--- src/rtl/diff_engine_scheduler.sv ---
// Round-robin scheduler that shares one difference engine among NUM_REQ requesters.
// Serves one requester at a time: capture argument, start the engine, wait with a timeout, deliver the result.
module diff_engine_scheduler #(
    parameter int NUM_REQ = 4,
    parameter int N_WIDTH = 6,
    parameter int F_WIDTH = 16,
    parameter int TIMEOUT = 63
) (
    input  logic                       clk_i,
    input  logic                       reset_ni,
    input  logic [NUM_REQ-1:0]         req_i,
    input  logic [NUM_REQ*N_WIDTH-1:0] n_i,
    output logic [NUM_REQ-1:0]         grant_o,
    output logic [NUM_REQ-1:0]         done_o,
    output logic [F_WIDTH-1:0]         result_o,
    output logic                       timeout_o,
    output logic                       busy_o,
    output logic                       eng_compute_o,
    output logic [N_WIDTH-1:0]         eng_n_o,
    input  logic                       eng_done_i,
    input  logic [F_WIDTH-1:0]         eng_f_i,
    output logic [1:0]                 state_o
);

    localparam int IDX_W = (NUM_REQ > 1) ? $clog2(NUM_REQ) : 1;
    localparam int CNT_W = (TIMEOUT > 1) ? $clog2(TIMEOUT + 1) : 1;

    typedef enum logic [1:0] {
        S_IDLE    = 2'd0,
        S_ISSUE   = 2'd1,
        S_WAIT    = 2'd2,
        S_DELIVER = 2'd3
    } state_t;

    state_t               state_q, state_d;
    logic [IDX_W-1:0]     last_q, last_d;
    logic [IDX_W-1:0]     cur_q, cur_d;
    logic [CNT_W-1:0]     cnt_q, cnt_d;
    logic [NUM_REQ-1:0]   grant_q, grant_d;
    logic [NUM_REQ-1:0]   done_q, done_d;
    logic [F_WIDTH-1:0]   result_q, result_d;
    logic                 timeout_q, timeout_d;
    logic                 busy_q, busy_d;
    logic                 comp_q, comp_d;
    logic [N_WIDTH-1:0]   eng_n_q, eng_n_d;
    logic                 found;
    logic [IDX_W-1:0]     win;

    // req_i is a level held by the requester until it sees its grant_o bit; a bit
    // dropped earlier is simply never picked. grant_o marks the cycle the argument was taken.
    always_comb begin
        found = 1'b0;
        win   = last_q;
        for (int i = 1; i <= NUM_REQ; i++) begin
            if (!found && req_i[(int'(last_q) + i) % NUM_REQ]) begin
                found = 1'b1;
                win   = IDX_W'((int'(last_q) + i) % NUM_REQ);
            end
        end
    end

    always_comb begin
        state_d   = state_q;
        last_d    = last_q;
        cur_d     = cur_q;
        cnt_d     = cnt_q;
        grant_d   = '0;
        done_d    = '0;
        result_d  = result_q;
        timeout_d = 1'b0;
        comp_d    = 1'b0;
        eng_n_d   = eng_n_q;
        case (state_q)
            S_IDLE: begin
                if (found) begin
                    state_d = S_ISSUE;
                    grant_d = NUM_REQ'(1) << win;
                    comp_d  = 1'b1;
                    eng_n_d = n_i[int'(win)*N_WIDTH +: N_WIDTH];
                    last_d  = win;
                    cur_d   = win;
                end
            end
            S_ISSUE: begin
                state_d = S_WAIT;
                cnt_d   = '0;
            end
            S_WAIT: begin
                // A completion on the terminal-count cycle still wins over the abort.
                if (eng_done_i) begin
                    state_d  = S_DELIVER;
                    done_d   = NUM_REQ'(1) << cur_q;
                    result_d = eng_f_i;
                end else if (cnt_q == CNT_W'(TIMEOUT - 1)) begin
                    state_d   = S_DELIVER;
                    done_d    = NUM_REQ'(1) << cur_q;
                    result_d  = '1;
                    timeout_d = 1'b1;
                end else begin
                    cnt_d = cnt_q + CNT_W'(1);
                end
            end
            S_DELIVER: begin
                state_d = S_IDLE;
            end
            default: begin
                state_d = S_IDLE;
            end
        endcase
        busy_d = (state_d != S_IDLE);
    end

    always_ff @(posedge clk_i) begin
        if (!reset_ni) begin
            state_q   <= S_IDLE;
            last_q    <= IDX_W'(NUM_REQ - 1);
            cur_q     <= '0;
            cnt_q     <= '0;
            grant_q   <= '0;
            done_q    <= '0;
            result_q  <= '0;
            timeout_q <= 1'b0;
            busy_q    <= 1'b0;
            comp_q    <= 1'b0;
            eng_n_q   <= '0;
        end else begin
            state_q   <= state_d;
            last_q    <= last_d;
            cur_q     <= cur_d;
            cnt_q     <= cnt_d;
            grant_q   <= grant_d;
            done_q    <= done_d;
            result_q  <= result_d;
            timeout_q <= timeout_d;
            busy_q    <= busy_d;
            comp_q    <= comp_d;
            eng_n_q   <= eng_n_d;
        end
    end

    assign grant_o       = grant_q;
    assign done_o        = done_q;
    assign result_o      = result_q;
    assign timeout_o     = timeout_q;
    assign busy_o        = busy_q;
    assign eng_compute_o = comp_q;
    assign eng_n_o       = eng_n_q;
    assign state_o       = state_q;

endmodule

--- config.mk ---
export PLATFORM = sky130hd
export DESIGN_NAME = diff_engine_scheduler
export DESIGN_NICKNAME = d
export VERILOG_FILES = /design/src/rtl/diff_engine_scheduler.sv
export SDC_FILE = /design/constraint.sdc
export NUM_CORES = 1
export LEC_CHECK = 0
export BUFFER_PORTS_ARGS = -buffer_cell sky130_fd_sc_hd__buf_2
export CAP_MARGIN = 0
export CORE_UTILIZATION = 25
export DETAILED_ROUTE_END_ITERATION = 10
export PLACE_DENSITY_LB_ADDON = 0.3
export SETUP_SLACK_MARGIN = 0.02
export SLEW_MARGIN = 30
export SYNTH_ARGS = -nofsm -noshare
export SYNTH_HDL_FRONTEND = slang
export SYNTH_SLANG_ARGS = --single-unit
--- constraint.sdc ---
create_clock -name clk_i -period 1.75 [get_ports clk_i]
set_input_delay 0.35 -clock clk_i [delete_from_list [all_inputs] [get_ports clk_i]]
set_output_delay 0.35 -clock clk_i [all_outputs]
set_load 0.01 [all_outputs]
Yosys cells after proc, flatten, opt, wreduce, memory -nomap -nowiden
Cells that the tools add are included.

storage, ports and cells
  register bits after elaboration = 45
  output and inout port bits = 35

operators by class
  multiply operators = 1
  muxes and demuxes = 33
  shift-type cells = 3
  reduce and logical (&&, ||, !) cells = 21
  bitwise logic cells = 6
  equality and inequality tests = 6
  magnitude comparators = 4
  add/sub/neg operators = 5

operator list
  kind                   count
  $mux W16               2
  $shiftx A24 B6 Y6      1
  $lt A3 B4 Y1 const B   4
  $mux W1                14
  $mux W2                7
  $mux W6                2
  $pmux W6 S2            1
  $bmux W1 S2            4
  $mux W4                2
  $pmux W2 S4            1
  $reduce_and A2 Y1      4
  $reduce_or A2 Y1       4
  $shl A1 B2 Y4 const A  2
  $add A6 B1 Y6 const B  1
  $eq A6 B6 Y1 const B   1
  $reduce_and A3 Y1      2
  $reduce_bool A2 Y1     3
  $add A2 B1 Y2 const B  2
  $add A2 B2 Y2 const B  2
  $and A1 B1 Y1 const A  4
  $eq A2 B2 Y1 const B   2
  $mul A2 B2 Y4 const B  1
  $ne A2 B2 Y1 const B   2
  $logic_and A1 B1 Y1    3
  5 further kinds        8

Longest topological paths before layout
Gate-level depths: netlist (run 1).

  depth in word-level cells = 19
  gate-level depth with buffers = 7
  gate-level depth less buffers = 7

Worst setup path before layout (run 1)
OpenSTA, ideal clock, no wires.

  kind = register -> register
  start point = register state_q[0], in the netlist state_o[0]
  end point = register cnt_q[4]
  path buffers = 0
  required time = 1.635 ns
  setup slack = 0.173 ns
  data arrival time = 1.462 ns
  stages on the path, launching flop included = 8
  cell sequence = dfxtp_1 -> inv_1 -> ha_1 -> inv_1 -> a311o_1 -> a21oi_1 -> xnor2_1 -> nor2_1

on the way
  cells in the longest elaborated chain, start to end = 3

ends and longest elaborated chain
  item                                                                        line  source
  start, declared                                                             35    state_t state_q, state_d;
  start signal, assigned                                                      127   state_q <= state_d;
  $eq A2 B2 Y1 / $eq A2 B1 Y1 (equally long branches)                         73    case (state_q)
  $ne A2 B2 Y1 (no source line) / $reduce_bool A2 Y1 (equally long branches)  --
  $reduce_and A3 Y1 (no source line)                                          --
  end signal, assigned                                                        130   cnt_q <= cnt_d;
  end, declared                                                               38    logic [CNT_W-1:0] cnt_q, cnt_d;

Several ways; a longest one is shown, not always the timed one.
A chain may end at the register's enable or synchronous reset.

Worst setup path after layout (run 1)
  start point = register cnt_q[0]
  end point = register cnt_q[5]

on the way
  cells in the longest elaborated chain, start to end = 4

ends and longest elaborated chain
  item           line  source
  $add A6 B1 Y6  100   cnt_d = cnt_q + CNT_W'(1);
  $mux W6        94    end else if (cnt_q == CNT_W'(TIMEOUT - 1)) begin
  $mux W6        90    if (eng_done_i) begin
  $pmux W6 S2    73

Several ways; a longest one is shown, not always the timed one. The select of a mux whose other input is x is not followed.

==> results of run 1 <==
-- final cells by class --
type,instances,area [µm²]
Clock buffer,6,72.6
Tap cell,102,128
Timing Repair Buffer,105,623
Fill cell,816,4890
Inverter,7,26.3
Clock inverter,2,38.8
Sequential cell,45,901
Multi-Input combinational cell,133,1010
-- state kept, by name, indices dropped and copies added (netlist names) --
| name | count |
|---|---|
| done_o | 4 |
| result_o | 16 |
| timeout_o | 1 |
| last_q | 2 |
| state_o | 2 |
| cnt_q | 6 |
| grant_o | 4 |
| eng_n_o | 6 |
| cur_q | 2 |
| eng_compute_o | 1 |
| busy_o | 1 |
-- stage by stage --
| stage | worst slack, ns | util [%] | instance area, µm² | total power [µW] | hold slack [ns] |
|---|---|---|---|---|---|
| detailed placement | 0.00590 | 34.7 | 2670 | 3100 | 0.461 |
| global route | 0.0358 | 36.4 | 2800 | 4150 | 0.295 |
| CTS | 0.0377 | 36.1 | 2780 | 3900 | 0.299 |
| global placement | -0.133 | 34.7 | 2660 | 3090 | 0.462 |
| floorplan | 0.173 | - | 1990 | 2420 | 0.429 |
| finish | 0.0919 | 36.4 | 2800 | 3860 | 0.307 |
-- cell usage in the layout (no fill, tap or decap), types with 2 or more instances in the layout --
cell type,count
sky130_fd_sc_hd__a211oi_1,7
sky130_fd_sc_hd__a211oi_2,6
sky130_fd_sc_hd__a21oi_1,5
sky130_fd_sc_hd__a21oi_2,3
sky130_fd_sc_hd__a31oi_1,2
sky130_fd_sc_hd__and2_1,2
sky130_fd_sc_hd__and3_1,13
sky130_fd_sc_hd__buf_12,3
sky130_fd_sc_hd__buf_2,81
sky130_fd_sc_hd__buf_4,21
sky130_fd_sc_hd__clkbuf_8,5
sky130_fd_sc_hd__dfxtp_1,45
sky130_fd_sc_hd__ha_1,5
sky130_fd_sc_hd__inv_1,7
sky130_fd_sc_hd__nand2_1,11
sky130_fd_sc_hd__nand2b_1,2
sky130_fd_sc_hd__nand3_1,11
sky130_fd_sc_hd__nor2_1,12
sky130_fd_sc_hd__nor3_1,6
sky130_fd_sc_hd__nor4_1,2
sky130_fd_sc_hd__o21ai_0,4
sky130_fd_sc_hd__o221a_2,16
sky130_fd_sc_hd__o31ai_1,5
sky130_fd_sc_hd__xnor2_1,3
-- report_power, final --
part           leakage [µW]  internal (µW)  switching (µW)  total [µW]
logic              0.000864            803             859        1660
registers          0.000368           1270             149        1420
clock network     0.0000554            429             357         786
-- path summary, 6_finish.rpt --
check / end / start / cells past startpoint
worst max-delay path: cnt_q[5] / cnt_q[0] / 7
worst min-delay path: timeout_o / eng_done_i / 2
worst max register to register: cnt_q[5] / cnt_q[0] / 7
worst min register to register: eng_n_o[1] / eng_n_o[1] / 2
-- per-layer routing --
layer  share of wire [%]  vias to the layer above  global-route usage [%]  wire length (µm)
li1                    -                      932                       -                 -
met1                  47                      823                    16.5              2350
met2                  46                       47                    19.9              2310
met3                 4.9                        7                    2.60               243
met4                 1.5                        0                    4.76                74
met5                   0                        -                       0                 0
-- what timing repair did --
item,4_1_cts,5_1_grt
setup endpoints to repair,0,11
gates resized for setup,0,6
setup buffers,0,1
-- logic make-up (layout without fill, tap and decap cells) --
group / count (synthesis) / in the layout / share of synthesized area [%]
AO/OA/AOI/OAI: 56 / 56 / 26.7
buffers and inverters: 18 / 120 / 4.60
multiplexers: 1 / 1 / 0.567
adder cells (fa/ha/maj): 6 / 6 / 3.78
flip-flops: 45 / 45 / 45.4
XOR/XNOR: 3 / 3 / 1.32
AND/OR/NAND/NOR: 67 / 67 / 17.6
==> flow_summary.rst, run 1 <==
.. list-table::
   :header-rows: 1

   * - Metric
     - Value
   * - Outcome
     - complete, no violations
   * - F_max
     - about 600 MHz
   * - DRC violation total after the first TritonRoute iteration
     - 100
   * - Die area
     - around 0.0083 mm²
   * - Core footprint
     - ~0.0077 mm²
   * - Slowest stage cell on the critical path
     - sky130_fd_sc_hd__a311o_2
   * - Count of endpoints failing hold in the final timing report
     - 0
   * - TNS Setup
     - 0 ns
   * - Shortest period the worst path allows
     - 1.66 ns
   * - Total of max-cap violations
     - 0
   * - H-tree level count
     - 2
   * - Period utilisation layout
     - 94.7%
   * - RSZ-0062 raised after global routing
     - false
   * - Total Nets Final
     - 350
   * - Maximum number of pins on one net before global-route repair
     - 17
   * - Register-to-register setup slack
     - approximately 0.09 ns
   * - Clock tree skew after final layout
     - 0.00407 ns
   * - Total grt overflow
     - 0
   * - Top cells by area, synth
     - sky130_fd_sc_hd__dfxtp_1 (45%), sky130_fd_sc_hd__o221a_2 (9.1%), sky130_fd_sc_hd__and3_1 (4.1%), sky130_fd_sc_hd__a211oi_2 (3.8%), sky130_fd_sc_hd__ha_1 (3.8%)
   * - Number of global-route vias before repair
     - 1804
   * - Synthesized netlist cell count
     - between 150 and 200
   * - Area fraction of the dominant cell type after synthesis
     - between 40 and 50%
   * - Required time at the worst-slack endpoint
     - between 1.5 and 2 ns
   * - Antenna violation net count after detailed routing
     - 0
   * - Width of the die
     - around 91 µm
   * - HPWL reported at the end of detailed placement
     - approximately 3800 µm
   * - Vertical die dimension
     - 91.1 µm
   * - TritonCTS clock tree
     - yes
   * - Count of flip-flops with a built-in enable after synthesis
     - 0
   * - Number of clock sinks
     - 45
   * - Master cell of the clock root buffer
     - sky130_fd_sc_hd__clkbuf_8
   * - Number of flip-flops and latches in the synthesized netlist
     - 45
   * - CTS max path bufs
     - 2
   * - Count of cell types in the netlist
     - 40
   * - GRT Resource Usage Total
     - approximately an eighth
   * - Kind of path behind the tightest hold check
     - in -> reg
   * - Clk slew on worst S/H paths
     - about 0.09 ns
   * - Number of antenna violations at the first check in global routing
     - 0
   * - Clock latency of the later-clocked register in the worst-skew pair
     - ~0.30 ns
   * - Ant diodes
     - 0
   * - Maximum ir drop on the vdd rail
     - just under 0.0007 V
   * - Largest driver fanout on the critical path
     - 5
   * - Data arrival time of the worst path
     - about 1.9 ns
   * - Finished Layout Cells
     - 400
   * - Count of hold-fix buffers inserted at cts
     - 0
   * - Worst setup path category
     - reg -> reg
   * - Average size of a mapped cell
     - slightly above 10 µm²
   * - Critical Path Sink Type
     - flip-flop
   * - Most common cell in the synthesized netlist
     - sky130_fd_sc_hd__dfxtp_1
   * - CTS Buf Count
     - 5
   * - Total wirelength of the detailed-routed design
     - roughly 5000 µm
   * - Drt pass-1 iters
     - 4
   * - Async set-reset flop share out of synthesis
     - 0%
   * - Worst Tran Pin Value
     - 0.668 ns
   * - Dpl cells
     - between 300 and 400
   * - Maximum cell stage delay along the critical path
     - approximately 0.43 ns
   * - Vias per std cell
     - 4.52
   * - Initial standard-cell utilization of the core
     - approximately 26%
   * - Detailed-route DRC error count
     - 0
   * - Routed vias
     - between 1500 and 2000
   * - RePlAce Congestion
     - 0.789
   * - Netlist area before placement
     - roughly 0.002 mm²
   * - Category of cells accounting for the largest share of critical-path delay
     - compound AO/OA/AOI/OAI gates
   * - Synthesized Nets
     - about 250
   * - Worst path bufs/invs
     - 2
   * - List of most frequent post-synthesis cells
     - sky130_fd_sc_hd__dfxtp_1 (45), sky130_fd_sc_hd__o221a_2 (16), sky130_fd_sc_hd__and3_1 (13), sky130_fd_sc_hd__nor2_1 (13)
   * - Number of rows in the core area
     - 32
   * - Largest area contributor in the netlist
     - sky130_fd_sc_hd__dfxtp_1
   * - Per-cell routed wire length
     - 12.4 µm
   * - Final setup violation count
     - 0
   * - Standby leakage power
     - 0.00129 µW
   * - Number of port buffers
     - between 80 and 90
   * - Proportion of layout cells with a drive suffix above 1
     - about half
   * - Primary FF master, synth
     - sky130_fd_sc_hd__dfxtp_1
   * - Final number of max-transition violations
     - 0
   * - Ratio of total power to cell area
     - ~1400 mW/mm²
   * - Boundary Pins
     - just over 80
   * - Area added between synthesis and finish
     - 41.0%
   * - Share of the yosys chip area belonging to registers
     - 45.4%
   * - Critical path, cell by cell
     - inv_1 > ha_2 > buf_4 > a311o_2 > a21oi_1 > xnor2_1 > nor2_1
   * - Element type at the critical path start
     - flip-flop
   * - Wire length of the first global-routing pass
     - between 8000 and 9000 µm
   * - Warning count from the yosys run
     - 0
   * - Worst slew margin relative to its limit
     - between 50% and 60%
(Power assumes the default switching activity.)
==> run 2, diff against run 1 <==
Settings changed: ABC_AREA set to 1, BUFFER_PORTS_ARGS -buffer_cell sky130_fd_sc_hd__buf_2 to -buffer_cell sky130_fd_sc_hd__clkbuf_2.
==> run 2 against run 1 <==
Effect of this change: wire length grew 22%; worst setup slack got worse by 0.037 ns; first-iteration DRC count down 29%; critical path type unchanged; critical endpoint is now eng_n_o[4].
==> flow_summary.rst, run 2 <==
.. list-table::
   :header-rows: 1

   * - Metric
     - Value
   * - Outcome
     - complete, no violations
   * - Average size of a mapped cell
     - between 6 and 7 µm²
   * - Maximum ir drop on the vdd rail
     - about 0.00067 V
   * - Warning count from the yosys run
     - 0
   * - Required time at the worst-slack endpoint
     - about 2.0 ns
   * - Number of clock sinks
     - 45
   * - Register area
     - ~910 µm²
   * - Clock tree skew after final layout
     - about 0.011 ns
   * - Total grt overflow
     - 0
   * - HPWL reported at the end of detailed placement
     - about 4300 µm
   * - CTS Buf Count
     - 5
   * - List of most frequent post-synthesis cells
     - sky130_fd_sc_hd__nand2_1 (61), sky130_fd_sc_hd__inv_1 (60), sky130_fd_sc_hd__dfxtp_1 (45), sky130_fd_sc_hd__nand3_1 (45), sky130_fd_sc_hd__nor2_1 (28)
   * - Worst setup path category
     - reg -> reg
   * - Async set-reset flop share out of synthesis
     - 0%
   * - Routed vias
     - ~2300
   * - RePlAce Congestion
     - ~0.9
   * - Shortest period the worst path allows
     - approximately 1.7 ns
   * - Pre-CTS setup slack
     - -0.00258 ns
   * - Detailed-route DRC error count
     - 0
   * - Total Nets Final
     - 487
   * - Maximum number of pins on one net before global-route repair
     - 23
   * - Most used cells in the layout excluding fill and tap cells
     - sky130_fd_sc_hd__clkbuf_2 (81), sky130_fd_sc_hd__inv_1 (59), sky130_fd_sc_hd__nand2_1 (47)
   * - Number of antenna violations at the first check in global routing
     - 0
   * - Total wirelength of the detailed-routed design
     - between 6000 and 7000 µm
   * - Vias per std cell
     - between 4 and 5
   * - Worst slew margin relative to its limit
     - between 70 and 80%
   * - Clock latency of the later-clocked register in the worst-skew pair
     - roughly 0.3 ns
   * - Worst Tran Pin Value
     - ~0.44 ns
   * - Number of flip-flops and latches in the synthesized netlist
     - 45
   * - Element type at the critical path start
     - flip-flop
   * - Core footprint
     - around 0.0088 mm²
   * - Top cells by area, synth
     - sky130_fd_sc_hd__dfxtp_1 (40%), sky130_fd_sc_hd__nand2_1 (10%), sky130_fd_sc_hd__inv_1 (9.9%), sky130_fd_sc_hd__nand3_1 (9.9%), sky130_fd_sc_hd__a21oi_1 (4.9%)
   * - Setup WS post-layout
     - around 0.055 ns
   * - Count of cell types in the netlist
     - 29
   * - Standby leakage power
     - 0.00170 µW
   * - Flip-flop count of the largest register, all copies and words added
     - 16
   * - Initial standard-cell utilization of the core
     - 25.9%
   * - Wire length of the first global-routing pass
     - between 9000 and 10000 µm
   * - Kind of path behind the tightest hold check
     - in -> reg
   * - Final setup violation count
     - 0
   * - Netlist area before placement
     - 0.00227 mm²
   * - Largest area contributor in the netlist
     - sky130_fd_sc_hd__dfxtp_1
   * - Most common cell in the synthesized netlist
     - sky130_fd_sc_hd__nand2_1
   * - Final core utilization
     - between 30 and 40%
   * - Vertical die dimension
     - a little under 100 µm
   * - Period utilisation layout
     - slightly below 100%
   * - Number of inserted filler cells in the final layout
     - just over 900
   * - Boundary Pins
     - ~80
   * - Die area
     - roughly 0.0095 mm²
   * - Clk slew on worst S/H paths
     - around 0.090 ns
   * - Antenna violation net count after detailed routing
     - 0
   * - F_max
     - 590 MHz
   * - H-tree level count
     - 2
   * - TNS Setup
     - 0 ns
   * - Area fraction of the dominant cell type after synthesis
     - 39.7%
   * - Drt pass-1 iters
     - 4
   * - DRC violation total after the first TritonRoute iteration
     - just over 70
   * - Number of port buffers
     - between 80 and 90
   * - Ratio of total power to cell area
     - 1650 mW/mm²
   * - Number of rows in the core area
     - 34
   * - CTS max path bufs
     - 2
   * - Share of the yosys chip area belonging to registers
     - between 30 and 40%
   * - Master cell of the clock root buffer
     - sky130_fd_sc_hd__clkbuf_8
   * - Cell area after layout
     - approximately 0.0034 mm²
   * - Count of hold-fix buffers inserted at cts
     - 0
   * - Primary FF master, synth
     - sky130_fd_sc_hd__dfxtp_1
   * - Most frequent standard cell in the layout excluding fill and tap cells
     - sky130_fd_sc_hd__clkbuf_2
   * - Width of the die
     - around 97 µm
   * - Area added between synthesis and finish
     - 48.5%
   * - GRT Resource Usage Total
     - between 10% and 20%
   * - Count of flip-flops with a built-in enable after synthesis
     - 0
   * - Per-cell routed wire length
     - 11.2 µm
   * - Area of the multi-input gates
     - about 0.0013 mm²
   * - TritonCTS clock tree
     - yes
   * - Count of endpoints failing hold in the final timing report
     - 0
   * - Number of global-route vias before repair
     - about 2200
   * - RSZ-0062 raised after global routing
     - true
   * - Proportion of layout cells with a drive suffix above 1
     - between 30% and 40%
   * - Final number of max-transition violations
     - 0
   * - Placed instance area
     - 0.00286 mm²
   * - Synthesized netlist cell count
     - about 330
   * - Critical Path Sink Type
     - flip-flop
   * - Total of max-cap violations
     - 0
   * - Data arrival time of the worst path
     - roughly 1.9 ns
   * - Synthesized Nets
     - 386
   * - Overall power of the completed layout
     - ~5600 µW
   * - Largest driver fanout on the critical path
     - 7
   * - Ant diodes
     - 0
run 2: cell types whose count changed after synthesis, sizes merged, moves of 3 or more:
cell,previous run,this run
a211oi,13,2
a21oi,8,22
and3,14,0
inv,7,64
nand2,12,74
nand2b,3,0
nand3,11,47
nor2,13,29
nor3,6,3
o21ai,5,22
o221a,16,0
o31ai,6,0
run 2: worst max-delay path: stages, from the launching register on:
cell	delay, ns
sky130_fd_sc_hd__dfxtp_4	0.39
sky130_fd_sc_hd__buf_8	0.15
sky130_fd_sc_hd__nand2_2	0.07
sky130_fd_sc_hd__nand2_4	0.07
sky130_fd_sc_hd__nand2_2	0.10
sky130_fd_sc_hd__nand2_4	0.08
sky130_fd_sc_hd__or2_1	0.26
sky130_fd_sc_hd__nand3_4	0.12
sky130_fd_sc_hd__nand2_8	0.08
sky130_fd_sc_hd__nand3_1	0.11
sky130_fd_sc_hd__nand3_1	0.09
sky130_fd_sc_hd__nand2_1	0.06
sky130_fd_sc_hd__inv_1	0.03
run 2: layout make-up:
type	count	area share, %
multi-input cells	214	38.3
clock inverters	2	1.15
clock buffers	6	2.15
flip-flops and latches	45	27.0
well taps	108	4.01
inverters	64	7.80
repair buffers	104	19.6
run 2: worst paths after layout:
kind         cells past startpoint        from         end  slack [ns]
max                             12   last_q[0]  eng_n_o[4]        0.06
min reg2reg                      1    cur_q[1]   done_o[1]        0.44
max reg2reg                     12   last_q[0]  eng_n_o[4]        0.06
min                              2  eng_done_i   timeout_o        0.25
run 2: power by group:
part	switching (µW)	leakage [µW]	total, µW	internal, µW
Clock	361	0.0000554	790	429
Combinational	1930	0.00127	3350	1420
Sequential	152	0.000368	1430	1280
run 2: kinds of logic (layout without fill, tap and decap cells):
kind of cell	after synthesis	count (layout)	share of synthesized area, %
adder cells (fa/ha/maj)	6	6	3.31
AO/OA/AOI/OAI	50	50	11.5
AND/OR/NAND/NOR	157	157	31.9
buffers and inverters	74	176	13.2
flip-flops	45	45	39.7
XOR/XNOR	1	1	0.386
run 2: timing repair:
| item | CTS | global route |
|---|---|---|
| resized for setup | 3 | 76 |
| cloned | 0 | 4 |
| endpoints found under the setup margin | 8 | 19 |
| pin swaps | 0 | 20 |
| buffers inserted | 0 | 7 |
run 2: per-layer routing:
metal  up-vias  share of wire (%)  global-route usage [%]
li1       1246                  -                       -
met1      1022                 47                    16.1
met2        65                 47                    20.7
met3         8                4.9                    2.73
met4         0                1.1                    3.73
met5         -                  0                       0
run 2: metrics by stage:
| step | hold WS (ns) | std cells |
|---|---|---|
| after CTS | 0.224 | 532 |
| final | 0.247 | 543 |
| after detailed placement | 0.433 | 524 |
| after floorplan | 0.414 | 333 |
| after global routing | 0.267 | 543 |
| after global placement | 0.432 | 524 |
